==> config.mk <==
export PLATFORM = sky130hd
export DESIGN_NAME = lcd_char_driver
export DESIGN_NICKNAME = d
export VERILOG_FILES = /design/src/rtl/lcd_char_driver_pkg.sv /design/src/rtl/lcd_char_driver_nibble_tx.sv /design/src/rtl/lcd_char_driver.sv
export SDC_FILE = /design/constraint.sdc
export NUM_CORES = 1
export LEC_CHECK = 0
export CELL_PAD_IN_SITES_DETAIL_PLACEMENT = 2
export CELL_PAD_IN_SITES_GLOBAL_PLACEMENT = 2
export CORE_AREA = 2 2 118 120
export CTS_CLUSTER_SIZE = 28
export DETAILED_ROUTE_END_ITERATION = 10
export DIE_AREA = 0 0 120 122
export HOLD_SLACK_MARGIN = 0.15
export PLACE_DENSITY_LB_ADDON = 0.12
export REMOVE_ABC_BUFFERS = 1
export SKIP_LAST_GASP = 1
export SLEW_MARGIN = 10
export SYNTH_ARGS = -nofsm -noshare
export SYNTH_HDL_FRONTEND = slang
export SYNTH_HIERARCHICAL = 1
export SYNTH_SLANG_ARGS = --single-unit
export TNS_END_PERCENT = 30
==> constraint.sdc <==
create_clock -name clk_i -period 3.69 [get_ports clk_i]
set_clock_uncertainty 0.15 [all_clocks]
set_input_delay 1.107 -clock clk_i [delete_from_list [all_inputs] [get_ports clk_i]]
set_output_delay 1.107 -clock clk_i [all_outputs]
set_load 0.01 [all_outputs]
==> src/rtl/lcd_char_driver_pkg.sv <==
// Shared types and constants for the HD44780 4-bit character driver:
// FSM encodings, LCD command bytes, delays in microseconds and the init ROM.
package lcd_pkg;

  typedef enum logic [2:0] {
    PWR_WAIT,
    INIT,
    IDLE,
    FETCH,
    PRE_CMD,
    SEND_HI,
    SEND_LO,
    EXEC_WAIT
  } lcd_state_e;

  typedef enum logic [1:0] {
    TX_IDLE,
    TX_SETUP,
    TX_HIGH,
    TX_HOLD
  } tx_phase_e;

  localparam logic [7:0] CMD_FUNC_4BIT = 8'h28;
  localparam logic [7:0] CMD_DISP_ON   = 8'h0C;
  localparam logic [7:0] CMD_CLEAR     = 8'h01;
  localparam logic [7:0] CMD_ENTRY     = 8'h06;
  localparam logic [7:0] CMD_LINE0     = 8'h80;
  localparam logic [7:0] CMD_LINE1     = 8'hC0;

  localparam int unsigned PWR_WAIT_US   = 20000;
  localparam int unsigned INIT_WAIT0_US = 5000;
  localparam int unsigned INIT_WAIT_US  = 100;
  localparam int unsigned CLEAR_WAIT_US = 2000;
  localparam int unsigned CMD_WAIT_US   = 50;

  localparam logic [7:0] CHAR_NEWLINE = 8'h0A;
  localparam logic [7:0] CHAR_CLEAR   = 8'h0C;
  localparam logic [7:0] CHAR_FIRST   = 8'h20;
  localparam logic [7:0] CHAR_LAST    = 8'h7E;

  localparam logic [4:0] LINE_COLS  = 5'd16;
  localparam logic [3:0] INIT_STEPS = 4'd8;

  typedef struct packed {
    logic [7:0]  code;
    logic        full;     // 1: full byte (two nibbles), 0: low nibble only
    logic [15:0] wait_us;
  } init_step_t;

  function automatic init_step_t init_rom(input logic [2:0] idx);
    init_step_t s;
    s = '{code: 8'h03, full: 1'b0, wait_us: 16'(INIT_WAIT_US)};
    case (idx)
      3'd0: s.wait_us = 16'(INIT_WAIT0_US);
      3'd3: s.code = 8'h02;
      3'd4: s = '{code: CMD_FUNC_4BIT, full: 1'b1, wait_us: 16'(CMD_WAIT_US)};
      3'd5: s = '{code: CMD_DISP_ON,   full: 1'b1, wait_us: 16'(CMD_WAIT_US)};
      3'd6: s = '{code: CMD_CLEAR,     full: 1'b1, wait_us: 16'(CLEAR_WAIT_US)};
      3'd7: s = '{code: CMD_ENTRY,     full: 1'b1, wait_us: 16'(CMD_WAIT_US)};
      default: ;
    endcase
    return s;
  endfunction

  function automatic logic is_printable(input logic [7:0] b);
    return (b >= CHAR_FIRST) && (b <= CHAR_LAST);
  endfunction

  // Set-address command that moves the cursor to the start of the other line.
  function automatic logic [7:0] other_line_cmd(input logic line);
    return line ? CMD_LINE0 : CMD_LINE1;
  endfunction

endpackage

==> src/rtl/lcd_char_driver_nibble_tx.sv <==
// Transfers one nibble to the LCD: RS/D setup, E high, E low hold, each
// US_CYC cycles long; done_o pulses in the last hold cycle.
module lcd_nibble_tx
  import lcd_pkg::*;
#(
  parameter int unsigned US_CYC = 1
) (
  input  logic       clk_i,
  input  logic       reset_i,
  input  logic       start_i,
  input  logic [3:0] nib_i,
  input  logic       rs_i,
  output logic       busy_o,
  output logic       done_o,
  output logic       lcd_e_o,
  output logic       lcd_rs_o,
  output logic [3:0] lcd_d_o
);

  localparam int unsigned CNT_W = (US_CYC > 1) ? $clog2(US_CYC) : 1;
  typedef logic [CNT_W-1:0] cnt_t;
  localparam cnt_t CNT_LAST = cnt_t'(US_CYC - 1);

  tx_phase_e  phase_q, phase_d;
  cnt_t       cnt_q, cnt_d;
  logic [3:0] d_q, d_d;
  logic       rs_q, rs_d;
  logic       e_q, e_d;
  logic       last;

  assign last = (cnt_q == CNT_LAST);

  always_ff @(posedge clk_i or posedge reset_i) begin
    if (reset_i) begin
      phase_q <= TX_IDLE;
      cnt_q   <= '0;
      d_q     <= '0;
      rs_q    <= 1'b0;
      e_q     <= 1'b0;
    end else begin
      phase_q <= phase_d;
      cnt_q   <= cnt_d;
      d_q     <= d_d;
      rs_q    <= rs_d;
      e_q     <= e_d;
    end
  end

  always_comb begin
    phase_d = phase_q;
    cnt_d   = cnt_q;
    d_d     = d_q;
    rs_d    = rs_q;
    case (phase_q)
      TX_IDLE: begin
        if (start_i) begin
          phase_d = TX_SETUP;
          cnt_d   = '0;
          d_d     = nib_i;
          rs_d    = rs_i;
        end
      end
      default: begin
        if (last) begin
          cnt_d = '0;
          case (phase_q)
            TX_SETUP: phase_d = TX_HIGH;
            TX_HIGH:  phase_d = TX_HOLD;
            default:  phase_d = TX_IDLE;
          endcase
        end else begin
          cnt_d = cnt_q + cnt_t'(1);
        end
      end
    endcase
    // E is registered so the pin never glitches between phases.
    e_d = (phase_d == TX_HIGH);
  end

  always_comb begin
    busy_o = (phase_q != TX_IDLE);
    done_o = (phase_q == TX_HOLD) && last;
  end

  assign lcd_e_o  = e_q;
  assign lcd_rs_o = rs_q;
  assign lcd_d_o  = d_q;

endmodule

==> src/rtl/lcd_char_driver.sv <==
// Pops bytes from the display FIFO and drives a 16x2 HD44780 LCD in 4-bit
// write-only mode, including power-on init, newline/clear and line wrap.
module lcd_char_driver
  import lcd_pkg::*;
#(
  parameter int unsigned CLK_HZ = 100_000_000
) (
  input  logic       clk_i,
  input  logic       reset_i,
  input  logic [7:0] fifo_data_i,
  input  logic       fifo_empty_i,
  output logic       fifo_rden_o,
  output logic       lcd_rs_o,
  output logic       lcd_rw_o,
  output logic       lcd_e_o,
  output logic [3:0] lcd_d_o,
  output logic       busy_o
);

  localparam int unsigned US_CYC = CLK_HZ / 1_000_000;
  localparam int unsigned WAIT_W = $clog2(PWR_WAIT_US * US_CYC + 1);
  typedef logic [WAIT_W-1:0] wait_t;

  function automatic wait_t us_to_cyc(input int unsigned us);
    return wait_t'(us * US_CYC - 1);
  endfunction

  lcd_state_e state_q, state_d;
  wait_t      wait_q, wait_d;
  wait_t      exec_q, exec_d;
  logic [7:0] byte_q, byte_d;
  logic [7:0] out_byte_q, out_byte_d;
  logic       out_rs_q, out_rs_d;
  logic       pending_q, pending_d;
  logic       line_q, line_d;
  logic [4:0] col_q, col_d;
  logic [3:0] init_step_q, init_step_d;
  logic       init_done_q, init_done_d;

  init_step_t init_step;
  logic       tx_start, tx_busy, tx_done;
  logic [3:0] tx_nib;

  always_ff @(posedge clk_i or posedge reset_i) begin
    if (reset_i) begin
      state_q     <= PWR_WAIT;
      wait_q      <= us_to_cyc(PWR_WAIT_US);
      exec_q      <= '0;
      byte_q      <= '0;
      out_byte_q  <= '0;
      out_rs_q    <= 1'b0;
      pending_q   <= 1'b0;
      line_q      <= 1'b0;
      col_q       <= '0;
      init_step_q <= '0;
      init_done_q <= 1'b0;
    end else begin
      state_q     <= state_d;
      wait_q      <= wait_d;
      exec_q      <= exec_d;
      byte_q      <= byte_d;
      out_byte_q  <= out_byte_d;
      out_rs_q    <= out_rs_d;
      pending_q   <= pending_d;
      line_q      <= line_d;
      col_q       <= col_d;
      init_step_q <= init_step_d;
      init_done_q <= init_done_d;
    end
  end

  // Init nibbles and wrapped writes reuse SEND_HI/SEND_LO/EXEC_WAIT;
  // EXEC_WAIT decides whether to resume init, finish a wrap, or idle.
  always_comb begin
    state_d     = state_q;
    wait_d      = wait_q;
    exec_d      = exec_q;
    byte_d      = byte_q;
    out_byte_d  = out_byte_q;
    out_rs_d    = out_rs_q;
    pending_d   = pending_q;
    line_d      = line_q;
    col_d       = col_q;
    init_step_d = init_step_q;
    init_done_d = init_done_q;
    init_step   = init_rom(init_step_q[2:0]);
    case (state_q)
      PWR_WAIT: begin
        if (wait_q == '0) state_d = INIT;
        else              wait_d  = wait_q - wait_t'(1);
      end
      INIT: begin
        if (init_step_q == INIT_STEPS) begin
          init_done_d = 1'b1;
          state_d     = IDLE;
        end else begin
          out_byte_d  = init_step.code;
          out_rs_d    = 1'b0;
          exec_d      = us_to_cyc(32'(init_step.wait_us));
          init_step_d = init_step_q + 4'd1;
          state_d     = init_step.full ? SEND_HI : SEND_LO;
        end
      end
      IDLE: begin
        if (!fifo_empty_i) begin
          byte_d  = fifo_data_i;
          state_d = FETCH;
        end
      end
      FETCH: begin
        state_d  = IDLE;
        out_rs_d = 1'b0;
        exec_d   = us_to_cyc(CMD_WAIT_US);
        if (byte_q == CHAR_NEWLINE) begin
          out_byte_d = other_line_cmd(line_q);
          line_d     = ~line_q;
          col_d      = '0;
          state_d    = SEND_HI;
        end else if (byte_q == CHAR_CLEAR) begin
          out_byte_d = CMD_CLEAR;
          line_d     = 1'b0;
          col_d      = '0;
          exec_d     = us_to_cyc(CLEAR_WAIT_US);
          state_d    = SEND_HI;
        end else if (is_printable(byte_q)) begin
          if (col_q == LINE_COLS) begin
            out_byte_d = other_line_cmd(line_q);
            line_d     = ~line_q;
            col_d      = 5'd1;
            pending_d  = 1'b1;
            state_d    = PRE_CMD;
          end else begin
            out_byte_d = byte_q;
            out_rs_d   = 1'b1;
            col_d      = col_q + 5'd1;
            state_d    = SEND_HI;
          end
        end
      end
      PRE_CMD: state_d = SEND_HI;
      SEND_HI: begin
        if (tx_done) state_d = SEND_LO;
      end
      SEND_LO: begin
        if (tx_done) begin
          wait_d  = exec_q;
          state_d = EXEC_WAIT;
        end
      end
      EXEC_WAIT: begin
        if (wait_q != '0) begin
          wait_d = wait_q - wait_t'(1);
        end else if (!init_done_q) begin
          state_d = INIT;
        end else if (pending_q) begin
          out_byte_d = byte_q;
          out_rs_d   = 1'b1;
          exec_d     = us_to_cyc(CMD_WAIT_US);
          pending_d  = 1'b0;
          state_d    = SEND_HI;
        end else begin
          state_d = IDLE;
        end
      end
      default: state_d = PWR_WAIT;
    endcase
  end

  always_comb begin
    fifo_rden_o = (state_q == FETCH);
    busy_o      = (state_q != IDLE);
    tx_start    = ((state_q == SEND_HI) || (state_q == SEND_LO)) && !tx_busy;
    tx_nib      = (state_q == SEND_HI) ? out_byte_q[7:4] : out_byte_q[3:0];
  end

  assign lcd_rw_o = 1'b0;

  lcd_nibble_tx #(.US_CYC(US_CYC)) u_tx (
    .clk_i    (clk_i),
    .reset_i  (reset_i),
    .start_i  (tx_start),
    .nib_i    (tx_nib),
    .rs_i     (out_rs_q),
    .busy_o   (tx_busy),
    .done_o   (tx_done),
    .lcd_e_o  (lcd_e_o),
    .lcd_rs_o (lcd_rs_o),
    .lcd_d_o  (lcd_d_o)
  );

endmodule

======== After elaboration in Yosys (flattened, before gate mapping) ========
Cells that the tools add are included.
storage, ports and cells
  register bits ........................... 89
  bits in latches ......................... 0
  memory bits (writable) .................. 0
  memory bits (read-only) ................. 0
  bits of input ports ..................... 11
  word-level logic and storage cells ...... 164
  memories kept ........................... 0
cells by class
  $add $sub $neg .......................... 5
  $mul .................................... 1
  divide/modulo/power cells ............... 0
  magnitude comparators ................... 2
  equal/unequal tests ..................... 38
  shifts and indexed selects .............. 0
  multiplexer cells ....................... 70
  bitwise logic cells ..................... 3
  reduce and logical (&&, ||, !) cells .... 29
operators by type and width
  cell                                                 number
  2-to-1 mux 21 bit                                    7
  one-hot mux 21 bit (3 select lines)                  2
  2-to-1 mux 8 bit                                     8
  subtractor 21 x 1 -> 21 bit, second input constant   2
  one-hot mux 13 bit (3 select lines)                  1
  2-to-1 mux 18 bit                                    2
  2-to-1 mux 3 bit                                     11
  one-hot mux 6 bit (5 select lines)                   1
  2-to-1 mux 7 bit                                     4
  != test 2 bit, second input constant                 13
  == test 3 bit, second input constant                 8
  one-hot mux 3 bit (8 select lines)                   1
  one-hot mux 8 bit (3 select lines)                   1
  zero test 21 bit                                     1
  nonzero test 21 bit                                  1
  2-to-1 mux 1 bit                                     20
  2-to-1 mux 5 bit                                     4
  multiplier 13 x 5 -> 18 bit, second input constant   1
  == test 8 x 4 -> 1 bit, second input constant        2
  nonzero test 3 bit                                   4
  AND reduction 2 bit                                  5
  AND reduction 5 bit                                  2
  == test 3 x 2 -> 1 bit, second input constant        3
  >= comparator 8 x 6 -> 1 bit, second input constant  1
  other kinds (31)                                     43

======== Logic depth before layout (Yosys ltp) ========
Gate-level depths: netlist of run 1.
  depth in word-level cells ............... 7
  depth in mapped cells ................... 15

======== Hierarchy ========
Netlist of run 1, hierarchy kept.
by module, submodules not included
  module           times used  cells an instance  area an instance (um^2)  sequential area each (um^2)
  lcd_char_driver  1           477                4,448.0                  1,793.0
  lcd_nibble_tx    1           72                 780.7                    375.4

======== Worst setup path after synthesis of run 1 ========
Ideal clock, no wire load.
  path type ............................... reg-to-reg
  start ................................... reg init_step_q[0]
  end ..................................... reg exec_q[12]
  setup time .............................. 0.078 ns
  arrival time ............................ 3.033 ns
  setup slack ............................. 0.430 ns
  cell stages (with the launch flop) ...... 14
  clock period less this slack ............ 3.260 ns
  path through ............................ dfrtp_1 -> inv_1 -> ha_1 -> nor2b_1 -> inv_1 -> ha_1 -> or3_1 -> clkbuf_1 -> ha_1 -> a21oi_1 -> nor4_1 -> a311oi_1 -> mux2_2 -> o2bb2ai_1
on the way
  cells in the longest elaborated chain, start to end .. 7
  elaborated cells on any way between the ends .. 14
  classes of those cells .................. add/sub (1); mul (1); eq/ne (6); mux (3); reduce/logical (3)
ends and longest elaborated chain
  item                                 line                       RTL
  from (decl)                          lcd_char_driver.sv:37      logic [3:0] init_step_q, init_step_d;
  from (signal assigned)               lcd_char_driver.sv:67      init_step_q <= init_step_d;
  == test 3 bit                        lcd_char_driver_pkg.sv:53  case (idx)
  OR reduction 3 bit (no line)         n/a
  one-hot mux 13 bit (3 select lines)  lcd_char_driver_pkg.sv:53
  multiplier 13 x 5 -> 18 bit          lcd_char_driver.sv:25      return wait_t'(us * US_CYC - 1);
  subtractor 21 x 1 -> 21 bit          lcd_char_driver.sv:25
  2-to-1 mux 21 bit                    lcd_char_driver.sv:93      if (init_step_q == INIT_STEPS) begin
  one-hot mux 21 bit (3 select lines)  lcd_char_driver.sv:87      case (state_q)
  to (signal assigned)                 lcd_char_driver.sv:48      exec_q <= '0;
  to (signal assigned)                 lcd_char_driver.sv:60      exec_q <= exec_d;
  to (decl)                            lcd_char_driver.sv:30      wait_t exec_q, exec_d;
Several ways; a longest one is shown, not always the timed one. The select of a mux whose other input is x is not followed.
A chain may end at the register's enable or synchronous reset.

======== Final worst setup path of run 1 ========
  start ................................... reg init_step_q[0]
  end ..................................... reg exec_q[9]
Same word-level chain as after synthesis.

==> flow_summary.ini, run 1 <==
[run_status]
outcome = completed

[grt]
busiest_layer = met2
antenna_found_initial = 0
first_global_vias = 4908
gr-usage-met2 = 0.393
met3_usage = 0.0323
met1_usage = 0.284
grt_pass1_wl_mm = 26.0
track_usage = 0.227
grt-ovfl-total = 0
grt_max_degree = 72

[floorplanning]
coreArea_mm2 = 0.0135
num_io_pins = 20
die_w_um = 120
start_util = 0.387
die_area_mm2 = 0.0146
fp.dieH_um = 122
num_rows = 43

[timing]
setup_viol = 0
slew_headroom = 0.317
tns_ns = 0
hold_viol_final = 0
worst_slew_pin_slew_ns = 1.01
rsz0062_at_grt = false
setup_ws_ns = 0.235
fmax_mhz = 289
layout_min_cycle_time_ns = 3.45
fin_crit_sh = 0.936
report.final.slew_viol_count = 0
fin_hold_ws_ns = 0.333

[synth]
yosysSeqAreaShare = 0.415
synth.avg_cell_area_um2 = 9.52
yosysTopAreaCell = dfrtp_1
ys_ff_latch = 86
synth.cell_area_mm2 = 0.00523
synthFlopType = dfrtp_1
synth.distinct_cells = 70
ys_top_cells_by_area = dfrtp_1, dfstp_2, ha_1, mux2_2, o21ai_0
postSynthCellCount = 549
synth_edf_count = 0
yosys_warnings = 6
async_reset_ff_frac = 1.00
synth_top_area_frac = 0.349

[setup_path]
worstRegToRegCells = 12
critPathRequiredTime_ns = 3.82
critPathTopFamily = simple AND/OR/NAND/NOR gates
cpPeakStageDelay_ns = 0.52
end_kind = flip-flop
r2r-start = init_step_q[0]
cp_max_fo = 8
rr_endpoint = exec_q[9]
cp_data_arrival_time_ns = 3.59
crit_chain = inv_1, ha_1, and2_1, inv_2, nand2_1, inv_1, ha_2, or3_4, fa_1, o31a_1, nor3_1, o22a_1
cp-start-kind = flip-flop
r2r_slack_ns = 0.24
crit_type = reg -> reg
slowest_stage = fa_1
cpMostUsedCell = inv_1
path_buf_inv = 3

[routing]
vias = 4464
drtIter0Drc = 177
drtAntennaViolNets = 0
wl_mm = 15.9
via_per_inst = 5.93
drc = 0
drtPass1Iterations = 4
drt-wirelength-per-cell_um = 21.1

[power]
p_switching_mw = 2.37
p_seq_frac = 0.319
power_density_mw_per_mm2 = 930
p_sw_frac = 0.422
irDropWorstVdd_uv = 311
intPower_mw = 3.24
leakage_nw = 2.49
p_comb_frac = 0.477
total_power_mw = 5.62
clkPwrFrac = 0.205

[clocking]
clk_pin_slew_ns = 0.07
post_cts_buffers = 0
cts_buffers = 9
clkSinkCount = 86
cts_tree = done
clk-insertion-delay-late_ns = 0.35
cts.path.max_buffers = 2
htreeDepth = 3
cts_root_buf = clkbuf_16

[place]
dp_hpwl_mm = 11.1
routabilityCongestion = 0.863
io_buffers = 18
pre_cts_ws_ns = 0.0410

[worst_hold_path]
min-delay-start = wait_q[6]
hold_path.class = reg -> reg
worstHoldEndpoint = wait_q[6]
min_delay_path_depth = 1

[final_layout]
final_cell_mix = dfrtp_1, nand2_1, o21ai_0, nor2_1
drive_above_1_share = 0.168
final_common_cell = dfrtp_1
area_delta_synth_final_pct = 15.5
diodes = 0
nets = 603

[flow_run]
cap_violations = 0
==> power by group through the flow <==
stage                     sequential (mW)  combinational, mW  clock, mW
after floorplan                      1.67               1.80          0
after detailed placement             1.80               2.65          0
after global placement               1.77               2.50          0
after CTS                            1.79               2.68       1.16
final                                1.79               2.68       1.15
after global routing                 1.86               2.96       1.20
==> worst reg2reg max path, stage by stage (launching register included) <==
cell and delay (ns):
dfrtp_2 0.46, inv_1 0.12, ha_1 0.20, and2_1 0.23
inv_2 0.09, nand2_1 0.15, inv_1 0.07, ha_2 0.23
or3_4 0.45, fa_1 0.52, o31a_1 0.32, nor3_1 0.25
o22a_1 0.16
==> stage by stage <==
stage | utilization | cell area [um2] | instances
floorplan | - | 5120 | 523
global placement | 0.419 | 5660 | 737
detailed placement | 0.419 | 5660 | 737
CTS | 0.446 | 6030 | 753
global route | 0.447 | 6040 | 753
finish | 0.447 | 6040 | 753
==> flip-flops by register name, indices dropped and copies added (netlist names) <==
name / flops
wait_q: 21
exec_q: 18
byte_q: 8
out_byte_q: 8
u_tx/cnt_q: 7
col_q: 5
init_step_q: 4
u_tx/lcd_d_o: 4
state_q: 3
u_tx/phase_q: 2
init_done_q: 1
line_q: 1
out_rs_q: 1
pending_q: 1
u_tx/lcd_e_o: 1
u_tx/lcd_rs_o: 1
==> metal layers <==
metal,wire (um),up-vias
li1,-,2072
met1,7150,2297
met2,7930,67
met3,387,28
met4,454,0
met5,0,-
==> final cells by class <==
cell class | instances | area [um2]
multi-input cells | 407 | 2850
repair buffers | 34 | 313
fillers | 1461 | 7470
clock buffers | 9 | 225
flip-flops and latches | 86 | 2170
inverters | 30 | 113
well taps | 180 | 225
clock inverters | 7 | 145
==> cell families (layout without fill, tap and decap cells) <==
kind of cell    count (synthesis)  count (layout)  synth area share
other cells                     1               3          0.000717
fa+ha+maj                      24              24            0.0589
simple gates                  175             175             0.183
buf+inv                        58              80            0.0443
compound gates                168             168             0.224
mux                            29              29            0.0615
flops                          86              86             0.415
xor+xnor                        8               8            0.0134
==> what timing repair did <==
action,CTS,global route
hold buffers,0,0
resized for setup,0,4
setup endpoints to repair,0,2
==> cells in the mapped netlist (6+ instances only) <==
library cell,instances
nand2b_1,8
or4_1,7
nor2_1,31
a21oi_1,28
clkbuf_1,24
o21ai_0,38
o2bb2ai_1,21
a22oi_1,6
xnor2_1,6
nor3_1,21
dfstp_2,13
inv_1,30
or2_2,7
ha_1,23
nor4_1,9
nand3_1,10
a21o_1,8
o22a_1,6
dfrtp_1,73
and2_1,10
nand2_1,42
or3_1,7
mux2_2,25
o22ai_1,10
==> how the worst max path moves through the flow <==
stage,from,endpoint,slack [ns],depth (start not counted)
floorplan,init_step_q[0],exec_q[12],0.47,12
global placement,init_step_q[0],exec_q[12],0.23,14
detailed placement,init_step_q[0],exec_q[12],0.04,14
CTS,init_step_q[0],exec_q[12],0.02,14
global route,init_step_q[0],exec_q[12],0.01,14
finish,init_step_q[0],exec_q[9],0.24,12
No activity file was read; power rests on OpenSTA's default activity.
==> inputs of run 2 (changes only) <==
- CORE_AREA: 2 2 118 120 -> 2 2 116 118
- CTS_BUF_LIST: default -> sky130_fd_sc_hd__clkbuf_4
- CTS_CLUSTER_SIZE: 28 -> 16
- DIE_AREA: 0 0 120 122 -> 0 0 118 120
==> flow_summary.ini, run 2 (synthesis results as in run 1) <==
[run_status]
outcome = completed

[clocking]
htreeDepth = 3
clk_pin_slew_ns = 0.14
cts_root_buf = clkbuf_4
cts.path.max_buffers = 2
cts_hold_buf = 0
cts_buffers = 9
clkSinkCount = 86
cts_tree = done
clk-insertion-delay-late_ns = 0.50

[routing]
via_per_inst = 5.86
wl_mm = 15.4
drtPass1Iterations = 4
drtAntennaViolNets = 0
drc = 0
vias = 4392
drtIter0Drc = 146
drt-wirelength-per-cell_um = 20.5

[setup_path]
end_kind = flip-flop
critPathRequiredTime_ns = 3.97
cp_data_arrival_time_ns = 3.69
cp_max_fo = 6
crit_type = reg -> reg
cp-start-kind = flip-flop

[place]
dp_hpwl_mm = 11.1
dp_cells = 732
place_area_mm2 = 0.00565
io_buffers = 18
routabilityCongestion = 0.855

[floorplanning]
die_area_mm2 = 0.0142
start_util = 0.403
die_w_um = 118
coreArea_mm2 = 0.0130
num_io_pins = 20
fp.dieH_um = 120
num_rows = 42

[final_layout]
multiInputGateArea_mm2 = 0.00285
final_common_cell = dfrtp_1
largest_reg_flops = 21
final_cell_mix = dfrtp_1, nand2_1, o21ai_0, nor2_1, inv_1
diodes = 0
drive_above_1_share = 0.164
post-route-util = 0.445
regMostFlops = wait_q
final.fill_count = 1460
final_cells = 750
ff_latch_area_mm2 = 0.00217
nets = 604
design_area_mm2 = 0.00577
area_delta_synth_final_pct = 10.4
largest_registers = wait_q x21, exec_q x18

[worst_hold_path]
hold_path.class = reg -> reg

[grt]
first_global_vias = 4840
grt_pass1_wl_mm = 26.0
antenna_found_initial = 0
grt_max_degree = 72
grt-ovfl-total = 0
track_usage = 0.232

[timing]
rsz0062_at_grt = false
setup_viol = 0
fin_crit_sh = 0.923
layout_min_cycle_time_ns = 3.41
worst_slew_pin_slew_ns = 0.924
tns_ns = 0
fmax_mhz = 293
slew_headroom = 0.375
report.final.slew_viol_count = 0
hold_viol_final = 0

[flow_run]
cap_violations = 0

[power]
power_density_mw_per_mm2 = 848
leakage_nw = 2.38
irDropWorstVdd_uv = 317
[run 2: cell count changes in the layout (fill, tap and decap cells not counted), moves of 3 or more]
cell       delta
bufinv_16     -4
clkbuf_16     -9
clkinv_1      +3
clkbuf_4     +10
[run 2: metal layers]
layer | wire [um] | vias to the layer above | track usage
met1 | 6820 | 2260 | 0.289
li1 | - | 2061 | -
met3 | 353 | 20 | 0.0266
met2 | 7900 | 51 | 0.416
met5 | 0 | - | 0
met4 | 276 | 0 | 0.0806
[run 2: timing repair]
item,4_1_cts,5_1_grt
setup endpoints to repair,0,2
buffers inserted,0,2
resized for setup,0,4
[run 2: worst max-delay path, cell delays in order, from the launching register on]
cell       delay [ns]
dfrtp_2          0.42
inv_1            0.08
ha_1             0.22
and2_1           0.20
inv_1            0.17
nand2_1          0.15
inv_1            0.09
ha_2             0.25
nor2_1           0.07
nor3_1           0.24
ha_1             0.31
a21oi_1          0.18
nor4_1           0.08
a311oi_1         0.25
mux2_2           0.37
o2bb2ai_1        0.12
[run 2: power by group]
part / switching, mW / internal [mW] / total, mW
Combinational: 1.49 / 1.13 / 2.63
Clock: 0.354 / 0.137 / 0.491
Sequential: 0.409 / 1.37 / 1.77
Total: 2.26 / 2.64 / 4.89
[run 2: worst paths after layout]
path | start | end | slack (ns) | cells past startpoint
min in group asynchronous | reset_i | u_tx/lcd_d_o[2] | 0.86 | 2
max in group asynchronous | reset_i | u_tx/phase_q[1] | 2.13 | 2
min reg2reg | wait_q[20] | wait_q[20] | 0.34 | 2
max reg2reg | init_step_q[0] | exec_q[12] | 0.28 | 15
max | init_step_q[0] | exec_q[12] | 0.28 | 15
min | wait_q[20] | wait_q[20] | 0.34 | 2
[run 2: layout make-up]
| type | instances | share of cell area |
|---|---|---|
| multi-input combinational | 407 | 0.493 |
| clock inverter | 6 | 0.00498 |
| clock buffer | 10 | 0.0130 |
| tap | 176 | 0.0381 |
| inverter | 30 | 0.0195 |
| timing repair buffer | 35 | 0.0555 |
| sequential | 86 | 0.376 |
[run 2: metrics by stage]
step	power [mW]	hold slack (ns)	setup WS, ns
after floorplan	3.47	0.300	0.468
final	4.89	0.343	0.282
after detailed placement	4.40	0.323	0.0446
after CTS	4.91	0.353	0.0194
after global placement	4.24	0.317	0.258
after global routing	5.32	0.371	0.00278
==> RTL edit 1: new RTL, flow settings as in run 1 <==
Change the parameter `CLK_HZ` from 100_000_000 to 50_000_000.
--- a/src/rtl/lcd_char_driver.sv
+++ b/src/rtl/lcd_char_driver.sv
@@ -3,7 +3,7 @@
 module lcd_char_driver
   import lcd_pkg::*;
 #(
-  parameter int unsigned CLK_HZ = 100_000_000
+  parameter int unsigned CLK_HZ = 50_000_000
 ) (
   input  logic       clk_i,
   input  logic       reset_i,
Check against the original RTL: same outputs for any inputs over 10 cycles, from zero or initial values and one cycle with reset_i high; that may be too few to reach the edited logic, so the function may still have changed.
==> RTL edit 1 against run 1 <==
Sequential cell count fell by 2. Non-clock buffer count down 2. Routed wire length shrank 5.4%. Critical endpoint is now exec_q[10]. Area after synthesis decreased by 2.8%. Highest routed layer unchanged. Final area fell by 4.2%. Worst setup slack improved by 0.014 ns.
Power is not compared: it rests on default switching activity, and its combinational part moved more than twofold at a synthesized area within 25%.
==> RTL edit 1: results (changes against run 1) <==
layout:
  drive_above_1_share: 0.155  # -0.0126
  fin_nets: 601  # -0.33%
place:
  dpl_cell_area_sq_um: 5490  # -2.9%
  dpl_worst_slack_ns: 0.223  # +0.182 ns
  placed_cells: 732  # -0.68%
  routabilityCongestion: 0.790  # -8.4%
  hpwl_mm: 11.2  # about the same
timing:
  worstMarginPinSlew_ns: 0.885  # -0.126 ns
  hold_ws_ns: 0.344  # +0.0101 ns
grt:
  grt_use_total: 0.221  # -0.00533
  grt_pass1_vias: 4644  # -5.4%
  grt_first_pass_wirelength_mm: 25.0  # -3.7%
  grt_max_degree: 32  # -56%
synthesis:
  synth_xor_area_frac: 0.0190  # +0.00555
  yosys-top-cells-area: "dfrtp_1 (35%), dfstp_2 (6.2%), mux2_2 (6.2%)"
  synth_common_cells: "dfrtp_1 (72), a21oi_1 (49), o21ai_0 (49)"
  synth_compound_area_frac: 0.196  # -0.0281
  muxShareOfSynthArea: 0.0699  # +0.00840
  ys_seq_area_frac: 0.416  # +0.00175
  synth_area_per_cell_sq_um: 9.36  # -1.7%
status:
  status: "completed"
setup_path:
  arrival_ns: 3.53  # -0.06 ns
  critical_path.max_fanout: 7  # -1
  rr_endpoint: "exec_q[10]"
drt:
  wirelength_mm: 15.0  # -5.4%
min_path:
  holdPathEnd: "exec_q[13]"
  min_from: "exec_q[13]"
## RTL edit 1: cell count changes after synthesis, sizes merged, moves of 4 or more
| cell | before | now |
|---|---|---|
| nand3 | 10 | 19 |
| xnor2 | 6 | 10 |
| o21ai | 38 | 50 |
| nor2 | 31 | 35 |
| nand4 | 3 | 7 |
| o2bb2ai | 21 | 3 |
| a21oi | 29 | 49 |
| a21o | 9 | 5 |
| or2 | 7 | 3 |
| and2 | 10 | 5 |
| nor3 | 22 | 11 |
## RTL edit 1: power by group
| part | leakage (nW) | internal [W] | switching (W) | total (W) |
|---|---|---|---|---|
| sequential | 1.09 | 0.000926 | 0.00000878 | 0.000935 |
| clock | 0.139 | 0.000525 | 0.000396 | 0.000921 |
| combinational | 1.37 | 0.0000247 | 0.0000344 | 0.0000591 |
## RTL edit 1: critical path: stages, from the launching register on
cell and delay (ns):
dfrtp_1 0.46, ha_1 0.26, ha_1 0.25, nor2_1 0.18, nand2_1 0.08, ha_1 0.27
inv_1 0.05, fa_1 0.45, ha_1 0.33, a21oi_1 0.08, o31ai_1 0.25, xnor2_1 0.16
a21oi_1 0.08, mux2_2 0.28
## RTL edit 1: worst max-delay path by stage
| stage | from | endpoint | slack, ns | depth (start not counted) |
|---|---|---|---|---|
| after CTS | init_step_q[0] | exec_q[10] | 0.21 | 14 |
| after global placement | init_step_q[0] | exec_q[10] | 0.36 | 13 |
| final | init_step_q[0] | exec_q[10] | 0.25 | 13 |
| after detailed placement | init_step_q[0] | exec_q[10] | 0.22 | 14 |
| after global routing | init_step_q[0] | exec_q[10] | 0.02 | 13 |
| after floorplan | init_step_q[0] | exec_q[10] | 0.41 | 13 |
## RTL edit 1: logic make-up (layout without fill, tap and decap cells)
group / Yosys count / in the layout
compound gates: 161 / 161
mux: 32 / 32
fa+ha+maj: 27 / 27
xor+xnor: 11 / 11
other cells: 1 / 4
simple gates: 170 / 170
buf+inv: 57 / 79
flops: 84 / 84
## RTL edit 1: final cells by class
class	instances	area, sq um
fillers	1482	7720
multi-input cells	405	2730
clock buffers	10	229
flip-flops and latches	84	2120
clock inverters	6	63.8
repair buffers	32	298
inverters	31	119
well taps	180	225
## RTL edit 1: per-stage QoR
stage | utilization | power [W]
after floorplan | - | 0.000982
after global placement | 0.407 | 0.00101
after detailed placement | 0.407 | 0.00101
after CTS | 0.428 | 0.00194
after global routing | 0.428 | 0.00199
final | 0.428 | 0.00192
## RTL edit 1: routing by layer
layer  vias to the layer above  part of all wire  track usage
met2                        37              0.50        0.380
li1                       2018                 -            -
met5                         -                 0            0
met4                         0             0.012       0.0603
met1                      2233              0.47        0.290
met3                        13             0.019       0.0365
==> RTL edit 2: new RTL, flow settings as in run 1 <==
Made on the original files. Encoding of `lcd_state_e`: now one-hot (8 bits for 8 states).
--- a/src/rtl/lcd_char_driver_pkg.sv
+++ b/src/rtl/lcd_char_driver_pkg.sv
@@ -2,15 +2,15 @@
 // FSM encodings, LCD command bytes, delays in microseconds and the init ROM.
 package lcd_pkg;
 
-  typedef enum logic [2:0] {
-    PWR_WAIT,
-    INIT,
-    IDLE,
-    FETCH,
-    PRE_CMD,
-    SEND_HI,
-    SEND_LO,
-    EXEC_WAIT
+  typedef enum logic [7:0] {
+    PWR_WAIT  = 8'b00000001,
+    INIT      = 8'b00000010,
+    IDLE      = 8'b00000100,
+    FETCH     = 8'b00001000,
+    PRE_CMD   = 8'b00010000,
+    SEND_HI   = 8'b00100000,
+    SEND_LO   = 8'b01000000,
+    EXEC_WAIT = 8'b10000000
   } lcd_state_e;
 
   typedef enum logic [1:0] {
Behaviour: same outputs for any inputs over 10 cycles, from zero or initial values and one cycle with reset_i high; not proved beyond that.
==> RTL edit 2 against run 1 <==
Sequential power is 6% lower. Sequential cell count is 5 higher. Total power is 19% lower. Worst setup slack worse by 0.11 ns. Final area is 5.2% higher. Highest routed layer unchanged. Maximum frequency is 3.1% lower. Utilization is 2.3 points higher. Die area stayed put. Routed wire length is 6.7% higher. Sequential share of layout area is 0.23 points higher. Critical path depth is 1 lower. Area after synthesis is 7.1% higher. Via count is 3.0% higher.
==> RTL edit 2: results (changes against run 1) <==
setup_path:
  regToRegSetupSlack_ns: 0.13  # -0.11 ns
  reg2regPathDepth: 11  # -1
  r2r-start: "init_step_q[0]"
  critical_path.max_fanout: 7  # -1
  slowest_stage: "fa_1"
  rr_endpoint: "exec_q[9]"
  critPathMaxStageDelay_ns: 0.52  # about the same
drt:
  wl_met1_mm: 7.78  # +8.9%
  wirelength_mm: 17.0  # +6.7%
  dr.pass1.iters: 4  # unchanged
  wl_met2_mm: 8.66  # +9.2%
  met3WireLength_um: 276  # -29%
  top_layer: "met4"
  drt_first_iter_violations: 205  # +16%
  vias_per_cell: 5.92  # -0.22%
grt:
  grt_first_pass_wirelength_mm: 28.0  # +7.8%
  grt_pass1_vias: 5109  # +4.1%
  grt_use_total: 0.244  # +0.0176
  antenna_found_initial: 0  # unchanged
  grt_max_degree: 30  # -58%
synthesis:
  synth_common_cells: "dfrtp_1 (77), nor2_1 (40), inv_1 (39)"
  postSynth.asyncResetShare: 1.00  # unchanged
  ys_seq_area_frac: 0.410  # -0.00495
  ys_types: 90  # +29%
  ys_warn_count: 6  # unchanged
  ys.flop_type: "dfrtp_1"
  yosys-top-cells-area: "dfrtp_1 (34%), dfstp_2 (6.6%), ha_1 (5.1%)"
  synth_cells: 570  # +3.8%
min_path:
  holdPathStages: 1  # unchanged
  holdPathEnd: "init_step_q[3]"
  holdCritPathClass: "flop to flop"
  min_from: "init_step_q[3]"
status:
  status: "completed"
job:
  drv_cap: 0  # unchanged
power_and_ir_drop:
  power.leakage_nw: 2.73  # +9.3%
  vdd_drop_max_v: 0.000304  # -2.2%
  p_sw_w: 0.00185  # -22%
clocking:
  htree_num_levels: 3  # unchanged
  clkLatencyLatePin_ns: 0.35  # about the same
  cts.clk_slew.worst_paths_ns: 0.07  # about the same
  clk_path_buf_depth: 2  # unchanged
  post-cts-setup-buffer-count: 0  # unchanged
  cts_resized: 3  # +3
  cts_buffers: 9  # unchanged
  clock-root-buffer: "clkbuf_16"
layout:
  drive_above_1_share: 0.174  # +0.00667
  fin_nets: 627  # +4.0%
  finalNonFillerCells: 777  # +3.2%
  diodes: 0  # unchanged
  largestRegisters: "wait_q x21, exec_q x18"
place:
  routabilityCongestion: 0.790  # -8.4%
  port_buffers: 18  # unchanged
  hpwl_mm: 12.6  # +13%
  placed_cells: 761  # +3.3%
timing:
  setup_viol: 0  # unchanged
  worstMarginPinSlew_ns: 0.860  # -0.151 ns
  hold_ws_ns: 0.333  # -0.000362 ns
[RTL edit 2: per-layer routing]
metal	GRT usage	up-vias
met3	0.0290	19
met4	0.0735	0
met5	0	-
met1	0.317	2385
met2	0.429	38
li1	-	2154
[RTL edit 2: per-stage QoR]
stage	worst slack [ns]	area, sq um
2_1_floorplan	0.450	5480
3_5_place_dp	-0.0177	6010
6_report	0.126	6350
3_3_place_gp	0.318	6010
5_1_grt	0.0203	6350
4_1_cts	0.0320	6350
[RTL edit 2: final cells by class]
| cell class | count | area (sq um) |
|---|---|---|
| well taps | 180 | 225 |
| clock buffers | 9 | 225 |
| multi-input cells | 416 | 3040 |
| flip-flops and latches | 91 | 2300 |
| inverters | 40 | 150 |
| fillers | 1425 | 7150 |
| repair buffers | 34 | 313 |
| clock inverters | 7 | 101 |
[RTL edit 2: how the worst max path moves through the flow]
| stage | from | end | slack [ns] | cells after the start |
|---|---|---|---|---|
| after detailed placement | init_step_q[0] | exec_q[9] | -0.02 | 10 |
| after CTS | init_step_q[0] | exec_q[9] | 0.03 | 11 |
| final | init_step_q[0] | exec_q[9] | 0.13 | 11 |
| after global routing | init_step_q[0] | exec_q[9] | 0.02 | 11 |
| after floorplan | init_step_q[0] | exec_q[9] | 0.45 | 11 |
| after global placement | init_step_q[0] | exec_q[9] | 0.32 | 11 |
[RTL edit 2: kinds of logic (layout without fill, tap and decap cells)]
kind of cell / after synthesis / in the layout / share of synthesized area
mux: 38 / 38 / 0.0809
flops: 91 / 91 / 0.410
other cells: 1 / 3 / 0.000670
buf+inv: 65 / 90 / 0.0505
xor+xnor: 14 / 14 / 0.0219
compound gates: 149 / 149 / 0.188
fa+ha+maj: 24 / 24 / 0.0550
simple gates: 188 / 188 / 0.193
[RTL edit 2: critical path, delay by kind of cell (launching register included)]
kind                     cells  cell delay (ns)
flip-flops                   1             0.46
AND/OR/NAND/NOR              3             0.86
multiplexers                 1             0.22
adder cells (fa/ha/maj)      3             0.95
AO/OA/AOI/OAI                2             0.67
buffers and inverters        2             0.18
[RTL edit 2: power by group through the flow]
stage	sequential, W	combinational, W	clock, W
after detailed placement	0.00168	0.00179	0
after global routing	0.00172	0.00202	0.00108
final	0.00168	0.00183	0.00103
after CTS	0.00167	0.00183	0.00105
after floorplan	0.00155	0.00127	0
after global placement	0.00164	0.00165	0
